===== config.mk =====
export PLATFORM = sky130hd
export DESIGN_NAME = pulse_train_gen
export DESIGN_NICKNAME = d
export VERILOG_FILES = /design/src/rtl/pulse_train_gen_pkg.sv /design/src/rtl/pulse_train_gen_phase_counter.sv /design/src/rtl/pulse_train_gen.sv
export SDC_FILE = /design/constraint.sdc
export NUM_CORES = 1
export LEC_CHECK = 0
export ABC_AREA = 1
export CAP_MARGIN = 20
export CORE_MARGIN = 2
export CORE_UTILIZATION = 28
export CTS_BUF_LIST = sky130_fd_sc_hd__clkbuf_2
export DETAILED_ROUTE_END_ITERATION = 16
export GPL_ROUTABILITY_DRIVEN = 1
export HOLD_SLACK_MARGIN = 0.05
export MAX_ROUTING_LAYER = met4
export PLACE_DENSITY = 0.57
export SLEW_MARGIN = 15
export SYNTH_ARGS = -nofsm -noshare
export SYNTH_HDL_FRONTEND = slang
export SYNTH_SLANG_ARGS = --single-unit

===== constraint.sdc =====
create_clock -name clk -period 4.4 [get_ports clk]
set_clock_uncertainty 0.2 [all_clocks]
set_input_delay 0.44 -clock clk [delete_from_list [all_inputs] [get_ports clk]]
set_output_delay 0.44 -clock clk [all_outputs]
set_load 0.01 [all_outputs]

===== src/rtl/pulse_train_gen_pkg.sv =====
// rtl/pulse_train_gen_pkg.sv - shared types, default widths and phase-length helper for pulse_train_gen
package pulse_train_gen_pkg;

  typedef enum logic [1:0] {
    ST_IDLE = 2'd0,
    ST_HIGH = 2'd1,
    ST_LOW  = 2'd2
  } state_e;

  localparam int CNT_W_DEF = 8;
  localparam int NUM_W_DEF = 8;

  // A programmed phase length of 0 is treated as 1 cycle.
  function automatic logic [31:0] max1(input logic [31:0] x);
    return (x == 32'd0) ? 32'd1 : x;
  endfunction

endpackage


===== src/rtl/pulse_train_gen_phase_counter.sv =====
// rtl/pulse_train_gen_phase_counter.sv - loadable down-counter with zero flag timing each pulse phase
module phase_counter #(
  parameter int W = 8
) (
  input  logic         clk,
  input  logic         rst,
  input  logic         load,
  input  logic [W-1:0] load_val,
  input  logic         dec,
  output logic         expire
);

  logic [W-1:0] cnt_q;
  logic [W-1:0] cnt_d;

  always_comb begin
    cnt_d = cnt_q;
    if (load) begin
      cnt_d = load_val;
    end else if (dec && (cnt_q != '0)) begin
      cnt_d = cnt_q - W'(1);
    end
  end

  always_ff @(posedge clk or posedge rst) begin
    if (rst) begin
      cnt_q <= '0;
    end else begin
      cnt_q <= cnt_d;
    end
  end

  assign expire = (cnt_q == '0);

endmodule


===== src/rtl/pulse_train_gen.sv =====
// rtl/pulse_train_gen.sv - burst pulse generator with busy/done; optional abort via PULSE_TRAIN_GEN_ABORT_EN
module pulse_train_gen
  import pulse_train_gen_pkg::*;
#(
  parameter int CNT_W = CNT_W_DEF,
  parameter int NUM_W = NUM_W_DEF
) (
  input  logic             clk,
  input  logic             rst,
  input  logic             start,
  input  logic [CNT_W-1:0] high_cycles,
  input  logic [CNT_W-1:0] low_cycles,
  input  logic [NUM_W-1:0] num_pulses,
`ifdef PULSE_TRAIN_GEN_ABORT_EN
  input  logic             abort,
`endif
  output logic             pulse_out,
  output logic             busy,
  output logic             done
);

  state_e           state_q, state_d;
  logic [CNT_W-1:0] high_q, high_d;
  logic [CNT_W-1:0] low_q, low_d;
  logic [NUM_W-1:0] num_q, num_d;
  logic             pulse_q, pulse_d;
  logic             busy_q, busy_d;
  logic             done_q, done_d;

  logic             ph_load;
  logic             ph_dec;
  logic [CNT_W-1:0] ph_val;
  logic             ph_expire;

  // Phase lengths are stored as (effective length - 1) so the counter expires on the last cycle.
  logic [CNT_W-1:0] high_eff_m1;
  logic [CNT_W-1:0] low_eff_m1;
  assign high_eff_m1 = CNT_W'(max1(32'(high_cycles)) - 32'd1);
  assign low_eff_m1  = CNT_W'(max1(32'(low_cycles)) - 32'd1);

  always_comb begin
    state_d = state_q;
    high_d  = high_q;
    low_d   = low_q;
    num_d   = num_q;
    pulse_d = pulse_q;
    busy_d  = busy_q;
    done_d  = 1'b0;
    ph_load = 1'b0;
    ph_dec  = 1'b0;
    ph_val  = high_q;
    case (state_q)
      ST_IDLE: begin
        if (start) begin
          if (num_pulses != '0) begin
            high_d  = high_eff_m1;
            low_d   = low_eff_m1;
            num_d   = num_pulses;
            state_d = ST_HIGH;
            pulse_d = 1'b1;
            busy_d  = 1'b1;
            ph_load = 1'b1;
            ph_val  = high_eff_m1;
          end else begin
            done_d = 1'b1;
          end
        end
      end
      ST_HIGH: begin
        if (ph_expire) begin
          state_d = ST_LOW;
          pulse_d = 1'b0;
          ph_load = 1'b1;
          ph_val  = low_q;
        end else begin
          ph_dec = 1'b1;
        end
      end
      ST_LOW: begin
        if (ph_expire) begin
          num_d = num_q - NUM_W'(1);
          if (num_q == NUM_W'(1)) begin
            state_d = ST_IDLE;
            busy_d  = 1'b0;
            done_d  = 1'b1;
          end else begin
            state_d = ST_HIGH;
            pulse_d = 1'b1;
            ph_load = 1'b1;
            ph_val  = high_q;
          end
        end else begin
          ph_dec = 1'b1;
        end
      end
      default: begin
        state_d = ST_IDLE;
        pulse_d = 1'b0;
        busy_d  = 1'b0;
      end
    endcase
`ifdef PULSE_TRAIN_GEN_ABORT_EN
    if (abort && (state_q != ST_IDLE)) begin
      state_d = ST_IDLE;
      pulse_d = 1'b0;
      busy_d  = 1'b0;
      done_d  = 1'b0;
      num_d   = '0;
      ph_load = 1'b1;
      ph_val  = '0;
      ph_dec  = 1'b0;
    end
`endif
  end

  always_ff @(posedge clk or posedge rst) begin
    if (rst) begin
      state_q <= ST_IDLE;
      high_q  <= '0;
      low_q   <= '0;
      num_q   <= '0;
      pulse_q <= 1'b0;
      busy_q  <= 1'b0;
      done_q  <= 1'b0;
    end else begin
      state_q <= state_d;
      high_q  <= high_d;
      low_q   <= low_d;
      num_q   <= num_d;
      pulse_q <= pulse_d;
      busy_q  <= busy_d;
      done_q  <= done_d;
    end
  end

  phase_counter #(
    .W (CNT_W)
  ) u_phase_counter (
    .clk      (clk),
    .rst      (rst),
    .load     (ph_load),
    .load_val (ph_val),
    .dec      (ph_dec),
    .expire   (ph_expire)
  );

  assign pulse_out = pulse_q;
  assign busy      = busy_q;
  assign done      = done_q;

endmodule


==> reports/metrics.cfg, run 1 <==
[power]
ir_worst_vdd_mv = 0.1478
sw_frac_of_total_pct = 48.92
comb_power_share_pct = 56.6
portion_of_total_power_attributed_to_the_clock_network_pct = 8.5
power_density_nw_per_um2 = 581.7
static-leakage-power_nw = 1.572
sequentialPowerShare_pct = 34.9
power.switching_mw = 0.8912
power.internal_mw = 0.9306

[final_layout]
antenna-diode-count = 0
share_of_post_route_cells_with_drive_strength_above_1_pct = 7.944
nNetsFinal = 464
fillerInstances = 1032
flow.area_growth_from_synthesis_pct = 17.40
final_util_pct = 33.89
area_taken_by_multi_input_logic_gates_um2 = 1485
stdcell_count = 557
final-seq-area_um2 = 925.9

[sta]
final_min_period_over_clock_period_pct = 58.31
layout_setup_ws_ps = 1834
max_freq_ghz = 0.3897
setup_viol_count_final = 0
timing.final.max_slew_violations = 0
final.hold.worst_slack_ps = 300.9
rsz_0062_raised_after_global_routing = false
finalHoldViolations = 0
setup_total_negative_slack_ps = 0
min_period_ps = 2566
timing.slew.headroom_pct = 42.25
worst_slew_pin_slew_ps = 865.2

[detailed_routing]
ant_nets = 0
drc = 0
vias_per_cell = 4.364
number_of_iterations_in_the_first_detailed_routing_pass = 4
drt-initial-drc-count = 156
routedWlPerCell_um = 10.92
via_count = 2431
drt-total-wl_mm = 6.085

[floorplanning]
floorplan.initialDensity_pct = 28.87
core_area_um2 = 9240
fp.dieArea_um2 = 10320
chipWidth_um = 101.6
die_y_extent_um = 101.6
row_count = 35
io_pins = 30

[synth]
yosysWarningCount = 0
syn_avg_cell_area_um2 = 6.736
post_synth_inst_count = 396
synthesis.nets = 433
post_synth_instance_area_um2 = 2668
flops_latches_synth = 37
synth_seq_area_share_pct = 34.71
ys_types = 35

[global_routing]
met2_usage_pct = 21.66
global_route_wire_length_before_repair_mm = 10.97
globalRouteMet3Util_pct = 2.277
antenna_violations_before_repair = 0
maximum_number_of_pins_on_one_net_before_global_route_repair = 23
grt.total_usage_pct = 13.58
global_route.usage.met1_pct = 17.90
grt_most_used_layer = met2
globalRoute.totalOverflow = 0
grt_pass1_vias = 2403

[setup_path]
worstSetupPathType = reg2reg
timing.critical_path.from_type = flop
timing.reg2reg.setup_slack_ps = 1830
timing.critical_path.required_ps = 4520
crit_arrival_ps = 2690
critical_path_peak_fanout = 21
crit_path_end_kind = flop

[cts]
clkSinkCount = 37
clk_pin_slew_ps = 210
cts_max_path_buffers = 2
clk_root_buffer_cell = clkbuf_2
cts_resized = 0
numCtsBuffers = 5
cts_max_level = 2
cts_tree = built
worst_skew_pair.late_latency_ps = 390
cts_setup_buffers = 0
cts.hold.buffers_added = 0

[placement]
placement.io_buffers = 29
preCtsSetupSlack_ps = 1596
placed_cells_incl_taps = 549
detailedPlacementHpwl_mm = 4.862
gp_routability_congestion = 0.8637

[worst_hold_path]
hp-class = in2async

[run]
timing.max_cap.violations = 0

[outcome]
run_status = completed

## cells in the mapped netlist
cell type,instances,area (um^2)
clkinv_4,1,8.760
a21boi_0,1,7.510
buf_2,3,15.01
o211ai_1,2,15.01
o22ai_1,1,6.260
nand2_1,126,473.0
a21o_1,1,7.510
nand2_2,8,50.05
inv_2,3,11.26
nor2_1,45,168.9
nand4_1,2,12.51
nor2_2,2,12.51
o21a_1,1,7.510
nand3_1,27,135.1
o21ai_0,26,130.1
or2_2,1,6.260
dfrtp_1,37,925.9
buf_6,1,11.26
xnor2_1,5,43.79
nand3_2,1,10.01
nor3_1,6,30.03
or2_1,1,6.260
nand2_4,4,45.04
a21oi_2,1,8.760
o21ai_2,1,8.760
buf_4,1,7.510
inv_1,53,198.9
a31oi_1,4,25.02
clkbuf_1,1,3.750
nor2_8,1,20.02
o21ai_1,6,30.03
a21oi_1,5,25.02
xor2_1,6,52.55
ha_1,10,125.1
nor2_4,2,22.52
## metrics by stage
stage               instance area [um^2]  power [mW]
finish                              3132       1.822
floorplan                           2668       1.442
global placement                    3089       1.668
detailed placement                  3089       1.678
global route                        3132       2.045
CTS                                 3132       1.841
## critical path, cell delays in order, from the launching register on
cell and delay (ps):
dfrtp_1 450, inv_1 110, ha_1 410, nand2_1 210, inv_1 90, nand2_1 370
nand3_2 240, nand2_4 120, clkinv_4 90, nand3_1 90, nand2_1 70, nand2_1 40
## worst paths after layout
kind / start / end / cells after the start
hold reg to reg: low_q[5]$_DFFE_PP0P_ / low_q[5]$_DFFE_PP0P_ / 2
min in group clk: low_q[5]$_DFFE_PP0P_ / low_q[5]$_DFFE_PP0P_ / 2
max in group asynchronous: rst / state_q[0]$_DFFE_PP0P_ / 3
setup reg to reg: state_q[0]$_DFFE_PP0P_ / u_phase_counter.cnt_q[5]$_DFFE_PP0P_ / 11
hold / removal: rst / low_q[3]$_DFFE_PP0P_ / 2
setup / recovery: state_q[0]$_DFFE_PP0P_ / u_phase_counter.cnt_q[5]$_DFFE_PP0P_ / 11
## state kept, by name (all words and copies together) (netlist names)
| name | count |
|---|---|
| busy | 1 |
| done | 1 |
| high_q | 8 |
| num_q | 8 |
| state_q | 2 |
| pulse_out | 1 |
| low_q | 8 |
| u_phase_counter.cnt_q | 8 |
## cell type report
class | instances | share of cell area (%)
Clock buffer | 5 | 0.7990
Clock inverter | 3 | 0.5593
Inverter | 57 | 6.992
Multi-Input combinational cell | 296 | 47.42
Sequential cell | 37 | 29.56
Tap cell | 129 | 5.154
Timing Repair Buffer | 30 | 9.509
## layer usage
layer,vias to the layer above,wire [um]
li1,1301,-
met1,1097,3039
met2,28,2843
met3,5,133
met4,0,68
met5,-,0
## cell families after synthesis
logic type	count (synthesis)	synth area share, %
adders and majority gates	10	4.690
xor gates and xnor gates	11	3.612
DFF	37	34.71
and+or+nand+nor	226	37.20
AOI/OAI and AO/OA	49	10.18
buffers and inverters	63	9.615
## placed cells by master, fill, tap and decap left out
master and n:
nand3_1 27, nor2_1 45, or2_2 1, o22ai_1 1, nand3_2 1, clkbuf_2 5, o21ai_0 26, clkinvlp_4 1
o21ai_2 1, or2_1 1, ha_1 10, o211ai_1 2, clkinv_4 1, nor2_2 2, o21a_1 1, nand2_1 126
clkinv_2 2, nand2_2 8, a21boi_0 1, xor2_1 6, a21oi_1 5, nor3_1 6, o21ai_1 6, dfrtp_1 37
inv_1 53, inv_2 3, nand2_4 4, xnor2_1 5, buf_4 1, a21oi_2 1, nor2_4 2, nand4_1 2
a21o_1 1, nor2_8 1, a31oi_1 4, clkdlybuf4s50_1 29
## power groups by stage
| stage | Combinational [mW] | Sequential, mW | Clock [mW] |
|---|---|---|---|
| global placement | 1.03 | 0.640 | 0 |
| CTS | 1.04 | 0.636 | 0.167 |
| finish | 1.03 | 0.635 | 0.155 |
| global route | 1.20 | 0.662 | 0.184 |
| floorplan | 0.827 | 0.615 | 0 |
| detailed placement | 1.03 | 0.643 | 0 |
(Power assumes the default switching activity.)
==> inputs of run 2 (changes only) <==
==> constraint.sdc (replaced) <==
create_clock -name clk -period 2.4 [get_ports clk]
set_clock_uncertainty 0.2 [all_clocks]
set_input_delay 0.24 -clock clk [delete_from_list [all_inputs] [get_ports clk]]
set_output_delay 0.24 -clock clk [all_outputs]
set_load 0.01 [all_outputs]
==> run 2 against run 1 <==
Sequential share of layout area decreased by 0.54 points. Via count up 1.0%. Hold slack worse by 79 ps. Global-route usage fell by 0.45 points.
==> reports/metrics.cfg, run 2 (synthesized netlist as in run 1, its figures left out) <==
[sta]
setup_total_negative_slack_ps = 0  ; unchanged
worst_slew_pin_slew_ps = 520.9  ; was 865.2 ps
setup_viol_count_final = 0  ; unchanged
timing.slew.headroom_pct = 65.00  ; was 42.25%
timing.final.max_slew_violations = 0  ; unchanged
rsz_0062_raised_after_global_routing = false  ; unchanged
final_min_period_over_clock_period_pct = 85.89  ; was 58.31%
finalHoldViolations = 0  ; unchanged
max_freq_ghz = 0.4851  ; was 0.3897 GHz
min_period_ps = 2061  ; was 2566 ps

[floorplanning]
die_y_extent_um = 101.6  ; unchanged
fp.dieArea_um2 = 10320  ; unchanged
io_pins = 30  ; unchanged
core_area_um2 = 9240  ; unchanged
row_count = 35  ; unchanged
chipWidth_um = 101.6  ; unchanged
floorplan.initialDensity_pct = 28.87  ; unchanged

[setup_path]
launch_point_of_the_worst_reg_to_reg_path = state_q[0]$_DFFE_PP0P_  ; unchanged
cp_slowest_stage_delay_ps = 450  ; about the same
worst_r2r_path_depth = 10  ; was 11
timing.critical_path.from_type = flop  ; unchanged
reg2reg_to = u_phase_counter.cnt_q[3]$_DFFE_PP0P_  ; was u_phase_counter.cnt_q[5]$_DFFE_PP0P_
critical_path_peak_fanout = 8  ; was 21
worstSetupPathType = reg2reg  ; unchanged
timing.critical_path.required_ps = 2550  ; was 4520 ps
crit_arrival_ps = 2210  ; was 2690 ps
crit_slowest_cell = dfrtp_1  ; unchanged
most_repeated_library_cell_on_the_critical_path = nand2_1  ; unchanged
timing.reg2reg.setup_slack_ps = 340  ; was 1830 ps
crit_path_cell_trace = inv_1 -> ha_2 -> nand2_1 -> nor2_4 -> nand2_1 -> a21oi_1 -> nor2_1 -> nand2_1 -> nand2_1 -> nor2_1  ; was inv_1 -> ha_1 -> nand2_1 -> inv_1 -> nand2_1 -> nand3_2 -> nand2_4 -> clkinv_4 -> nand3_1 -> nand2_1 -> nand2_1
crit_path_end_kind = flop  ; unchanged

[detailed_routing]
drt-total-wl_mm = 6.118  ; was 6.085 mm
drc = 0  ; unchanged
ant_nets = 0  ; unchanged
routedWlPerCell_um = 10.85  ; was 10.92 um
number_of_iterations_in_the_first_detailed_routing_pass = 4  ; unchanged
drt-initial-drc-count = 159  ; was 156
via_count = 2456  ; was 2431
vias_per_cell = 4.355  ; was 4.364

[power]
power_density_nw_per_um2 = 1062  ; was 581.7 nW/um^2
ir_worst_vdd_mv = 0.3533  ; was 0.1478 mV
design_power_total_mw = 3.387  ; was 1.822 mW
static-leakage-power_nw = 1.603  ; was 1.572 nW

[final_layout]
most_common_library_cell_in_the_layout_ignoring_fill_and_taps = nand2_1  ; unchanged
antenna-diode-count = 0  ; unchanged
stdcell_area_um2 = 3191  ; was 3132 um^2
fillerInstances = 1026  ; was 1032
final_util_pct = 34.53  ; was 33.89%
mostFrequentLayoutCells = 126 x nand2_1, 53 x inv_1, 45 x nor2_1, 37 x dfrtp_1, 29 x clkdlybuf4s50_1  ; unchanged
flow.area_growth_from_synthesis_pct = 19.61  ; was 17.40%
share_of_post_route_cells_with_drive_strength_above_1_pct = 9.195  ; was 7.944%
nNetsFinal = 472  ; was 464

[cts]
cts_max_path_buffers = 2  ; unchanged
numCtsBuffers = 5  ; unchanged
clk_root_buffer_cell = clkbuf_2  ; unchanged
cts_setup_buffers = 0  ; unchanged
cts_max_level = 2  ; unchanged
cts_tree = built  ; unchanged
worst_skew_pair.late_latency_ps = 390  ; about the same
clkSinkCount = 37  ; unchanged
clk_pin_slew_ps = 210  ; about the same

[worst_hold_path]
hp-class = in2reg  ; was in2async
holdPathStages = 3
hold_end = low_q[7]$_DFFE_PP0P_
min-delay-start = low_cycles[7]

[run]
timing.max_cap.violations = 0  ; unchanged

[placement]
detailedPlacementHpwl_mm = 4.827  ; was 4.862 mm
placement.cell_area_um2 = 3142  ; was 3089 um^2
gp_routability_congestion = 0.8480  ; was 0.8637
placement.io_buffers = 29  ; unchanged

[outcome]
run_status = completed  ; unchanged

[global_routing]
global_route_wire_length_before_repair_mm = 10.61  ; was 10.97 mm
grt.total_usage_pct = 13.12  ; was 13.58%
grt_pass1_vias = 2320  ; was 2403
antenna_violations_before_repair = 0  ; unchanged
maximum_number_of_pins_on_one_net_before_global_route_repair = 38  ; was 23
globalRoute.totalOverflow = 0  ; unchanged

-- run 2: per-stage QoR --
| stage | std cells | hold slack [ps] | setup WS [ps] |
|---|---|---|---|
| after CTS | 564 | 193.0 | 232.9 |
| after global routing | 564 | 219.8 | 101.3 |
| after floorplan | 396 | 193.6 | 580.0 |
| final | 564 | 221.5 | 338.8 |
| after global placement | 556 | 264.8 | 56.59 |
| after detailed placement | 556 | 271.9 | 73.28 |
-- run 2: power breakdown --
| group | switching (mW) | internal (mW) |
|---|---|---|
| combinational | 1.19 | 0.753 |
| clock | 0.217 | 0.0628 |
| sequential | 0.233 | 0.931 |
| total | 1.64 | 1.75 |
-- run 2: area by class of cell --
class / count / area, um^2 / area share, %
inverters: 57 / 219.0 / 6.863
repair buffers: 38 / 360.3 / 11.29
clock buffers: 5 / 25.02 / 0.7843
flip-flops and latches: 37 / 925.9 / 29.02
well taps: 129 / 161.4 / 5.059
multi-input cells: 296 / 1488 / 46.63
clock inverters: 2 / 11.26 / 0.3529
-- run 2: critical path: cells and delay by family, from the launching register on --
kind,cells,cell delay (ps)
DFF,1,450
adders and majority gates,1,270
buffers and inverters,1,100
and+or+nand+nor,7,760
AOI/OAI and AO/OA,1,230
-- run 2: worst max path at each step --
stage | start | endpoint
2_1_floorplan | state_q[0]$_DFFE_PP0P_ | u_phase_counter.cnt_q[1]$_DFFE_PP0P_
3_3_place_gp | high_cycles[4] | u_phase_counter.cnt_q[2]$_DFFE_PP0P_
3_5_place_dp | high_cycles[5] | u_phase_counter.cnt_q[2]$_DFFE_PP0P_
4_1_cts | state_q[0]$_DFFE_PP0P_ | u_phase_counter.cnt_q[3]$_DFFE_PP0P_
5_1_grt | state_q[1]$_DFFE_PP0P_ | u_phase_counter.cnt_q[3]$_DFFE_PP0P_
6_report | state_q[0]$_DFFE_PP0P_ | u_phase_counter.cnt_q[3]$_DFFE_PP0P_
-- run 2: per-layer routing --
metal / global-route usage, % / routed length, um / up-vias
met5: - / 0 / -
met4: 3.430 / 72 / 0
li1: - / - / 1311
met2: 21.10 / 2893 / 46
met1: 17.33 / 2965 / 1093
met3: 1.863 / 187 / 6
-- run 2: repair_timing --
action | CTS | global route
endpoints found under the hold margin | 20 | 0
resized for setup | 0 | 1
endpoints found under the setup margin | 0 | 1
hold buffers | 1 | 0
==> inputs of run 3 (changes only) <==
--- a/config.mk
+++ b/config.mk
@@ -15,6 +15,7 @@
 export HOLD_SLACK_MARGIN = 0.05
 export MAX_ROUTING_LAYER = met4
 export PLACE_DENSITY = 0.57
+export SKIP_LAST_GASP = 1
 export SLEW_MARGIN = 15
 export SYNTH_ARGS = -nofsm -noshare
 export SYNTH_HDL_FRONTEND = slang
==> results of run 3 <==
No change in the layout: final DEF, timing and power equal those of run 2.
